--- src/rtl/incdec_pkg.sv ---
// Shared types and op-decoding helpers for the incdec_sched counter unit.
package incdec_pkg;

  typedef enum logic [1:0] {
    POST_INC = 2'd0,
    POST_DEC = 2'd1,
    PRE_INC  = 2'd2,
    PRE_DEC  = 2'd3
  } incdec_op_e;

  function automatic logic is_pre(input incdec_op_e op);
    return (op == PRE_INC) || (op == PRE_DEC);
  endfunction

  function automatic logic is_inc(input incdec_op_e op);
    return (op == POST_INC) || (op == PRE_INC);
  endfunction

endpackage

--- src/rtl/incdec_rr_arb.sv ---
// Round-robin arbiter: grants the first requester at or after the pointer,
// then moves the pointer just past the winner.
module incdec_rr_arb #(
  parameter int N   = 2,
  parameter int IDW = $clog2(N)
) (
  input  logic           clk,
  input  logic           rst_n,
  input  logic [N-1:0]   req,
  input  logic           enable,
  output logic [N-1:0]   gnt,
  output logic [IDW-1:0] gnt_idx
);

  logic [IDW-1:0] ptr_q, ptr_d;
  logic           found_s;
  int             idx_s;

  // Rotating priority search starting at the pointer.
  always_comb begin
    gnt     = '0;
    gnt_idx = '0;
    found_s = 1'b0;
    idx_s   = 0;
    ptr_d   = ptr_q;
    for (int k = 0; k < N; k++) begin
      idx_s = int'(ptr_q) + k;
      if (idx_s >= N) begin
        idx_s = idx_s - N;
      end else begin
        idx_s = idx_s;
      end
      if (!found_s && req[idx_s]) begin
        found_s = 1'b1;
        gnt_idx = IDW'(idx_s);
      end else begin
        found_s = found_s;
      end
    end
    if (enable && found_s) begin
      gnt[gnt_idx] = 1'b1;
      ptr_d = (gnt_idx == IDW'(N - 1)) ? '0 : gnt_idx + IDW'(1);
    end else begin
      ptr_d = ptr_q;
    end
  end

  // Pointer register.
  always_ff @(posedge clk or negedge rst_n) begin
    if (!rst_n) begin
      ptr_q <= '0;
    end else begin
      ptr_q <= ptr_d;
    end
  end

endmodule

--- src/rtl/incdec_sched.sv ---
// Shared ++/-- unit on one counter, round-robin scheduled across N lanes.
// Define INCDEC_SCHED_SATURATE_EN to make overflowing ops saturate instead of wrap.
module incdec_sched
  import incdec_pkg::*;
#(
  parameter int N   = 2,
  parameter int W   = 4,
  parameter int IDW = $clog2(N)
) (
  input  logic             clk,
  input  logic             rst_n,
  input  logic [N-1:0]     req,
  input  logic [2*N-1:0]   req_op,
  input  logic [N-1:0]     req_signed,
  output logic [N-1:0]     gnt,
  input  logic             cfg_load,
  input  logic [W-1:0]     cfg_value,
  output logic             rsp_valid,
  input  logic             rsp_ready,
  output logic [IDW-1:0]   rsp_id,
  output logic [W-1:0]     rsp_ret,
  output logic [W-1:0]     rsp_new,
  output logic             rsp_ovf,
  output logic [W-1:0]     count
);

  localparam logic [0:0] ST_IDLE = 1'b0;
  localparam logic [0:0] ST_RESP = 1'b1;

  localparam logic [W-1:0] U_MAX = {W{1'b1}};
  localparam logic [W-1:0] S_MAX = {1'b0, {(W-1){1'b1}}};
  localparam logic [W-1:0] S_MIN = {1'b1, {(W-1){1'b0}}};

  logic [0:0]     state_q, state_d;
  logic [W-1:0]   count_q, count_d;
  logic [IDW-1:0] id_q, id_d;
  logic [W-1:0]   ret_q, ret_d;
  logic [W-1:0]   new_q, new_d;
  logic           ovf_q, ovf_d;

  logic           arb_en_s;
  logic           grant_s;
  logic [IDW-1:0] gnt_idx_s;
  incdec_op_e     op_s;
  logic           sgn_s;
  logic [W-1:0]   sum_s;
  logic           ovf_s;
  logic [W-1:0]   res_s;

  // Gating with rst_n keeps gnt low throughout reset.
  assign arb_en_s = rst_n && ((state_q == ST_IDLE) || rsp_ready) && !cfg_load;

  incdec_rr_arb #(.N(N), .IDW(IDW)) u_arb (
    .clk     (clk),
    .rst_n   (rst_n),
    .req     (req),
    .enable  (arb_en_s),
    .gnt     (gnt),
    .gnt_idx (gnt_idx_s)
  );

  assign grant_s = |gnt;
  assign op_s    = incdec_op_e'(req_op[{gnt_idx_s, 1'b0} +: 2]);
  assign sgn_s   = req_signed[gnt_idx_s];

  // Op datapath: wrap sum, boundary detection, optional saturation.
  always_comb begin
    sum_s = is_inc(op_s) ? count_q + W'(1) : count_q - W'(1);
    if (sgn_s) begin
      ovf_s = is_inc(op_s) ? (count_q == S_MAX) : (count_q == S_MIN);
    end else begin
      ovf_s = is_inc(op_s) ? (count_q == U_MAX) : (count_q == '0);
    end
`ifdef INCDEC_SCHED_SATURATE_EN
    // Every saturation limit equals the starting value, so holding old is exact.
    res_s = ovf_s ? count_q : sum_s;
`else
    res_s = sum_s;
`endif
  end

  // Next-state for FSM, counter and response registers.
  always_comb begin
    state_d = state_q;
    count_d = count_q;
    id_d    = id_q;
    ret_d   = ret_q;
    new_d   = new_q;
    ovf_d   = ovf_q;
    if (cfg_load) begin
      count_d = cfg_value;
    end else if (grant_s) begin
      count_d = res_s;
    end else begin
      count_d = count_q;
    end
    if (grant_s) begin
      state_d = ST_RESP;
      id_d    = gnt_idx_s;
      ret_d   = is_pre(op_s) ? res_s : count_q;
      new_d   = res_s;
      ovf_d   = ovf_s;
    end else if (rsp_ready) begin
      state_d = ST_IDLE;
    end else begin
      state_d = state_q;
    end
  end

  // State registers.
  always_ff @(posedge clk or negedge rst_n) begin
    if (!rst_n) begin
      state_q <= ST_IDLE;
      count_q <= '0;
      id_q    <= '0;
      ret_q   <= '0;
      new_q   <= '0;
      ovf_q   <= 1'b0;
    end else begin
      state_q <= state_d;
      count_q <= count_d;
      id_q    <= id_d;
      ret_q   <= ret_d;
      new_q   <= new_d;
      ovf_q   <= ovf_d;
    end
  end

  assign rsp_valid = (state_q == ST_RESP);
  assign rsp_id    = id_q;
  assign rsp_ret   = ret_q;
  assign rsp_new   = new_q;
  assign rsp_ovf   = ovf_q;
  assign count     = count_q;

endmodule

--- config.mk ---
export PLATFORM = sky130hd
export DESIGN_NAME = incdec_sched
export DESIGN_NICKNAME = d
export VERILOG_FILES = /design/src/rtl/incdec_pkg.sv /design/src/rtl/incdec_rr_arb.sv /design/src/rtl/incdec_sched.sv
export SDC_FILE = /design/constraint.sdc
export NUM_CORES = 1
export LEC_CHECK = 0
export ABC_AREA = 1
export ABC_CLOCK_PERIOD_IN_PS = 1660
export BUFFER_PORTS_ARGS = -buffer_cell sky130_fd_sc_hd__buf_4
export CORE_MARGIN = 1.5
export CORE_UTILIZATION = 46
export CTS_BUF_LIST = sky130_fd_sc_hd__clkbuf_8
export DETAILED_ROUTE_END_ITERATION = 7
export PLACE_DENSITY_LB_ADDON = 0.15
export SETUP_SLACK_MARGIN = 0.02
export SLEW_MARGIN = 40
export SYNTH_ARGS = -nofsm -noshare
export SYNTH_HDL_FRONTEND = slang
export SYNTH_SLANG_ARGS = --single-unit
--- constraint.sdc ---
create_clock -name clk -period 1.66 [get_ports clk]
set_input_delay 0.249 -clock clk [delete_from_list [all_inputs] [get_ports clk]]
set_output_delay 0.249 -clock clk [all_outputs]
set_load 0.1 [all_outputs]
==> impl_metrics.ini, run 1 <==
[route]
drc = 0
vias = 1096
routed_wl_um = 2730
first_pass_iters = 4
drt_iter0_drc = 19
ant_nets = 0
vias_per_cell = 5.24
routedWlPerCell_um = 13.1

[placement]
post_dp_cell_area_um2 = 1320
portBuffers = 32
gp_congestion = 0.922
hpwl_um = 2000

[cells_and_area]
syn2layout_area_growth_pct = 54.0
regArea_um2 = 408
num_antenna_cells = 0
drive_gt1_share_pct = 40.1
design_area_um2 = 1490
fillCellCount = 169
fin_nets = 200
multi_input_area_um2 = 571

[floorplanning]
io_pins = 33
dieHeight_um = 48.8
dieArea_um2 = 2380
die_x_um = 48.8
initial_utilization_pct = 49.2
core_um2 = 1960
rows = 16

[timing]
setup_viol = 1
min_period_ns = 1.67
finClkSkew_ns = 0.00850
worst_slew_pin_slew_ns = 0.280
final_max_slew_viol_count = 0
slew_headroom_pct = 81.5
hold_violations = 0
max_freq_mhz = 599
fin_ws_ns = -0.00981
fin_setup_tns_ns = -0.00981
rsz0062_at_grt = yes
fin_crit_sh_pct = 101

[synth]
synth_most_common_cell = nand2_1
yosys.area.top_type = dfrtp_1
ys.flop_type = dfrtp_1
synthArstFlopShare_pct = 100
synthesis.nets = 153
synth_cells = 136
synth_area_per_cell_um2 = 7.09
yosys-top-cells-area = dfrtp_1, nand2_1, nand3_1
syn_area_um2 = 965
ys_ff_latch = 16
synth_cell_types = 22
yosysTopAreaCellShare_pct = 41.5
synth_edf_count = 0
ys_seq_area_share_pct = 41.5
yosysWarningCount = 0
ys_top_cells_by_count = nand2_1, nand3_1, inv_1

[clock_network]
cts_root_buf = clkbuf_8
cts.sinks = 16
clockBufferDepth = 2
clk_pin_slew_ns = 0.07
numCtsBuffers = 3
htree_levels = 1
worstSkewPairLatency_ns = 0.25
cts_tree = built

[setup_path]
cp-end-kind = output pin
arrival_ns = 1.42
r2r_slack_ns = 0.11
path_max_fanout = 4
critPathLaunchType = flop
r2r_cells = 14
worstReg2RegEnd = rsp_ret[2]
rr_startpoint = u_arb.ptr_q
worstPathRequired_ns = 1.41
criticalPathCategory = reg2out

[run_status]
status = complete, but fails checks
violations = setup timing

[grt]
grt_pass1_vias = 1097
antenna_found_initial = 0
grt-ovfl-total = 0
grt_pass1_wl_um = 4430
grt_usage_pct = 23.8
grt_start_max_net_pins = 17

[min_path]
hold_class = in2reg
whs_path_depth = 3
hold_start = cfg_value[3]
min_to = count[3]

[job]
maxCapViolations = 0

[power]
ir_drop_mv = 0.997
power.density_nw_per_um2 = 1360
p_leak_nw = 0.813
-- power breakdown --
| part | internal [mW] | switching (mW) | total (mW) | leakage (nW) |
|---|---|---|---|---|
| registers | 0.481 | 0.0657 | 0.546 | 0.188 |
| logic | 0.271 | 0.902 | 1.17 | 0.598 |
| clock network | 0.164 | 0.134 | 0.298 | 0.0269 |
-- flip-flops by register name, indices dropped and copies added, names as in the netlist --
register     cells
u_arb.ptr_q      1
count            4
rsp_id           1
rsp_ovf          1
rsp_ret          4
rsp_new          4
rsp_valid        1
-- critical path, cell delays in order, from the launching register on --
cell	delay, ns
dfrtp_4	0.49
nand2_4	0.08
nand3_4	0.07
nor2_4	0.14
inv_4	0.06
a21oi_4	0.14
buf_12	0.19
-- cell families (layout without fill, tap and decap cells) --
logic type	after synthesis	after routing	synth area share, %
AND/OR/NAND/NOR	86	86	39.3
buffers and inverters	21	67	8.95
flip-flops	16	16	41.5
AO/OA/AOI/OAI	12	12	8.95
adder cells (fa/ha/maj)	1	1	1.30
-- placed cells by master (no fill, tap or decap), types with 3 or more instances in the layout --
master / count
buf_4: 40
nand3_1: 15
dfrtp_1: 12
inv_1: 18
nor2_1: 8
nand3_2: 4
dfrtp_2: 3
nand2_4: 5
nand2_1: 45
clkbuf_8: 3
-- layer usage --
| layer | GRT usage (%) | wire [µm] | share of wire (%) | vias up |
|---|---|---|---|---|
| met4 | 11.9 | 72 | 2.6 | 0 |
| met2 | 43.6 | 1420 | 52 | 52 |
| met3 | 4.29 | 141 | 5.2 | 11 |
| met1 | 26.1 | 1090 | 40 | 513 |
| li1 | - | - | - | 520 |
| met5 | 0 | 0 | 0 | - |
-- timing repair --
| item | 4_1_cts | 5_1_grt |
|---|---|---|
| buffers inserted | 3 | 2 |
| hold buffers | 1 | 0 |
| endpoints found under the hold margin | 16 | 0 |
| pin swaps | 3 | 4 |
| resized for setup | 8 | 11 |
| endpoints found under the setup margin | 6 | 8 |
-- metrics by stage --
| stage | std cells | power (mW) | setup WS, ns | util [%] | hold slack, ns |
|---|---|---|---|---|---|
| after floorplan | 136 | 1.41 | -0.359 | - | -0.0466 |
| after global placement | 199 | 1.65 | 0.0660 | 67.0 | 0.223 |
| after detailed placement | 199 | 1.68 | -0.0134 | 67.0 | 0.224 |
| after CTS | 207 | 1.99 | 0.00333 | 72.5 | 0.219 |
| after global routing | 209 | 2.10 | -0.0681 | 75.7 | 0.238 |
| final | 209 | 2.02 | -0.00981 | 75.7 | 0.219 |
-- cell type report --
class	instances	share of cell area, %
multi-input cells	99	38.4
flip-flops and latches	16	27.5
inverters	20	5.22
clock buffers	3	2.78
well taps	27	2.27
repair buffers	43	23.6
clock inverters	1	0.253
-- worst max-delay path by stage --
stage / start / end / slack (ns) / cells after the start
floorplan: rsp_valid / gnt[0] / -0.36 / 6
global placement: u_arb.ptr_q / rsp_ret[1] / 0.07 / 11
detailed placement: u_arb.ptr_q / rsp_ret[1] / -0.01 / 11
CTS: rsp_valid / gnt[0] / 0.003 / 6
global route: rsp_valid / gnt[0] / -0.07 / 6
finish: rsp_valid / gnt[0] / -0.01 / 6
No activity file was read; power rests on OpenSTA's default activity.
==> inputs of run 2 (changes only) <==
Settings changed: ABC_CLOCK_PERIOD_IN_PS 1660 to 2100, CORE_UTILIZATION 46 to 50.
Clock period 1.66 ns to 2.1 ns, I/O delays scaled along.
==> impl_metrics.ini, run 2 (same netlist as run 1, synthesis figures left out) <==
[run_status]
status = finished clean

[job]
maxCapViolations = 0

[setup_path]
path_max_fanout = 18
critPathLaunchType = flop
crit_family = flip-flops
max_stage_delay_ns = 0.48
worstPathCellList = nand2_2 > nand3_2 > nor2_4 > inv_4 > a21oi_4 > buf_6
cp_slowest_cell = dfrtp_4
cp_num_buf_inv = 2
arrival_ns = 1.68
cp-end-kind = output pin
worstPathRequired_ns = 1.78
criticalPathCategory = reg2out

[timing]
max_freq_mhz = 500
setup_viol = 0
fin_setup_tns_ns = 0
worst_slew_pin_slew_ns = 0.291
slew_headroom_pct = 80.5
min_period_ns = 2.00
rsz0062_at_grt = no
fin_crit_sh_pct = 95.2
hold_violations = 0
finClkSkew_ns = 0.00129
final_max_slew_viol_count = 0

[grt]
grt_pass1_vias = 860
antenna_found_initial = 0
grt_usage_pct = 25.5
grt_start_max_net_pins = 19
grt-ovfl-total = 0
grt_pass1_wl_um = 3860

[floorplanning]
dieHeight_um = 46.9
io_pins = 33
dieArea_um2 = 2200
rows = 15
core_um2 = 1760
die_x_um = 46.9
initial_utilization_pct = 54.7

[clock_network]
cts_root_buf = clkbuf_8
cts_resized = 0
worstSkewPairLatency_ns = 0.25
clk_pin_slew_ns = 0.06
cts_tree = built
cts.sinks = 16
htree_levels = 1
numCtsBuffers = 3
postCtsHoldBufs = 0
clockBufferDepth = 2
postCtsSetupBuffers = 0

[cells_and_area]
mostFrequentLayoutCell = nand2_1
final_cell_mix = nand2_1, buf_4, inv_1, nand3_1, dfrtp_1
drive_gt1_share_pct = 31.4
fin_nets = 190
num_antenna_cells = 0
syn2layout_area_growth_pct = 37.6
fillCellCount = 137

[placement]
portBuffers = 32
hpwl_um = 1860
gp_congestion = 0.971

[route]
ant_nets = 0
vias_per_cell = 5.04
drc = 0
first_pass_iters = 4
vias = 993
routedWlPerCell_um = 12.1
drt_iter0_drc = 25
routed_wl_um = 2390

[power]
power.density_nw_per_um2 = 1190
power_mw = 1.58
ir_drop_mv = 0.909
p_leak_nw = 0.737

[min_path]
hold_class = in2async
-- run 2: cell types whose count changed in the layout (fill, tap and decap cells not counted), sizes merged --
cell / previous run / this run
buf: 42 / 33
clkbuf: 3 / 4
dlygate4sd3: 1 / 0
inv: 21 / 20
-- run 2: final cells by class --
| cell class | instances | area (µm²) | share of cell area, % |
|---|---|---|---|
| inverters | 20 | 77.6 | 5.84 |
| repair buffers | 33 | 255 | 19.2 |
| well taps | 25 | 31.3 | 2.36 |
| flip-flops and latches | 16 | 404 | 30.4 |
| multi-input cells | 99 | 504 | 38.0 |
| clock buffers | 4 | 55.1 | 4.15 |
-- run 2: path summary, 6_finish.rpt --
| path | from | endpoint | slack, ns | cells after the start |
|---|---|---|---|---|
| worst max register to register | u_arb.ptr_q | rsp_ret[1] | 0.29 | 11 |
| worst min-delay path | rst_n | rsp_new[2] | 0.01 | 2 |
| max in group asynchronous | rst_n | rsp_valid | 1.88 | 2 |
| min in group clk | cfg_value[0] | count[0] | 0.29 | 3 |
| worst min register to register | rsp_new[0] | rsp_new[0] | 0.48 | 2 |
| worst max-delay path | rsp_valid | gnt[0] | 0.10 | 6 |
-- run 2: power by group --
part	leakage, nW	internal [mW]	total (mW)	switching (mW)
Clock	0.0288	0.166	0.275	0.109
Combinational	0.517	0.187	0.875	0.688
Sequential	0.191	0.378	0.428	0.0500
-- run 2: through the flow --
stage | cell area (µm²) | std cells | worst slack, ns | hold WS (ns) | utilization, %
6_report | 1330 | 197 | 0.102 | 0.0129 | 75.2
5_1_grt | 1330 | 197 | 0.0229 | 0.0278 | 75.2
4_1_cts | 1320 | 197 | 0.0415 | 0.0252 | 74.8
3_5_place_dp | 1260 | 193 | 0.286 | 0.286 | 71.7
3_3_place_gp | 1260 | 193 | 0.307 | 0.283 | 71.7
2_1_floorplan | 997 | 136 | 0.0154 | 0.0194 | -
-- run 2: routing by layer --
layer	global-route usage (%)	routed length [µm]	vias up
li1	-	-	501
met1	34.9	1030	442
met2	40.3	1170	46
met3	4.62	164	4
met4	10.0	26	0
met5	0	0	-
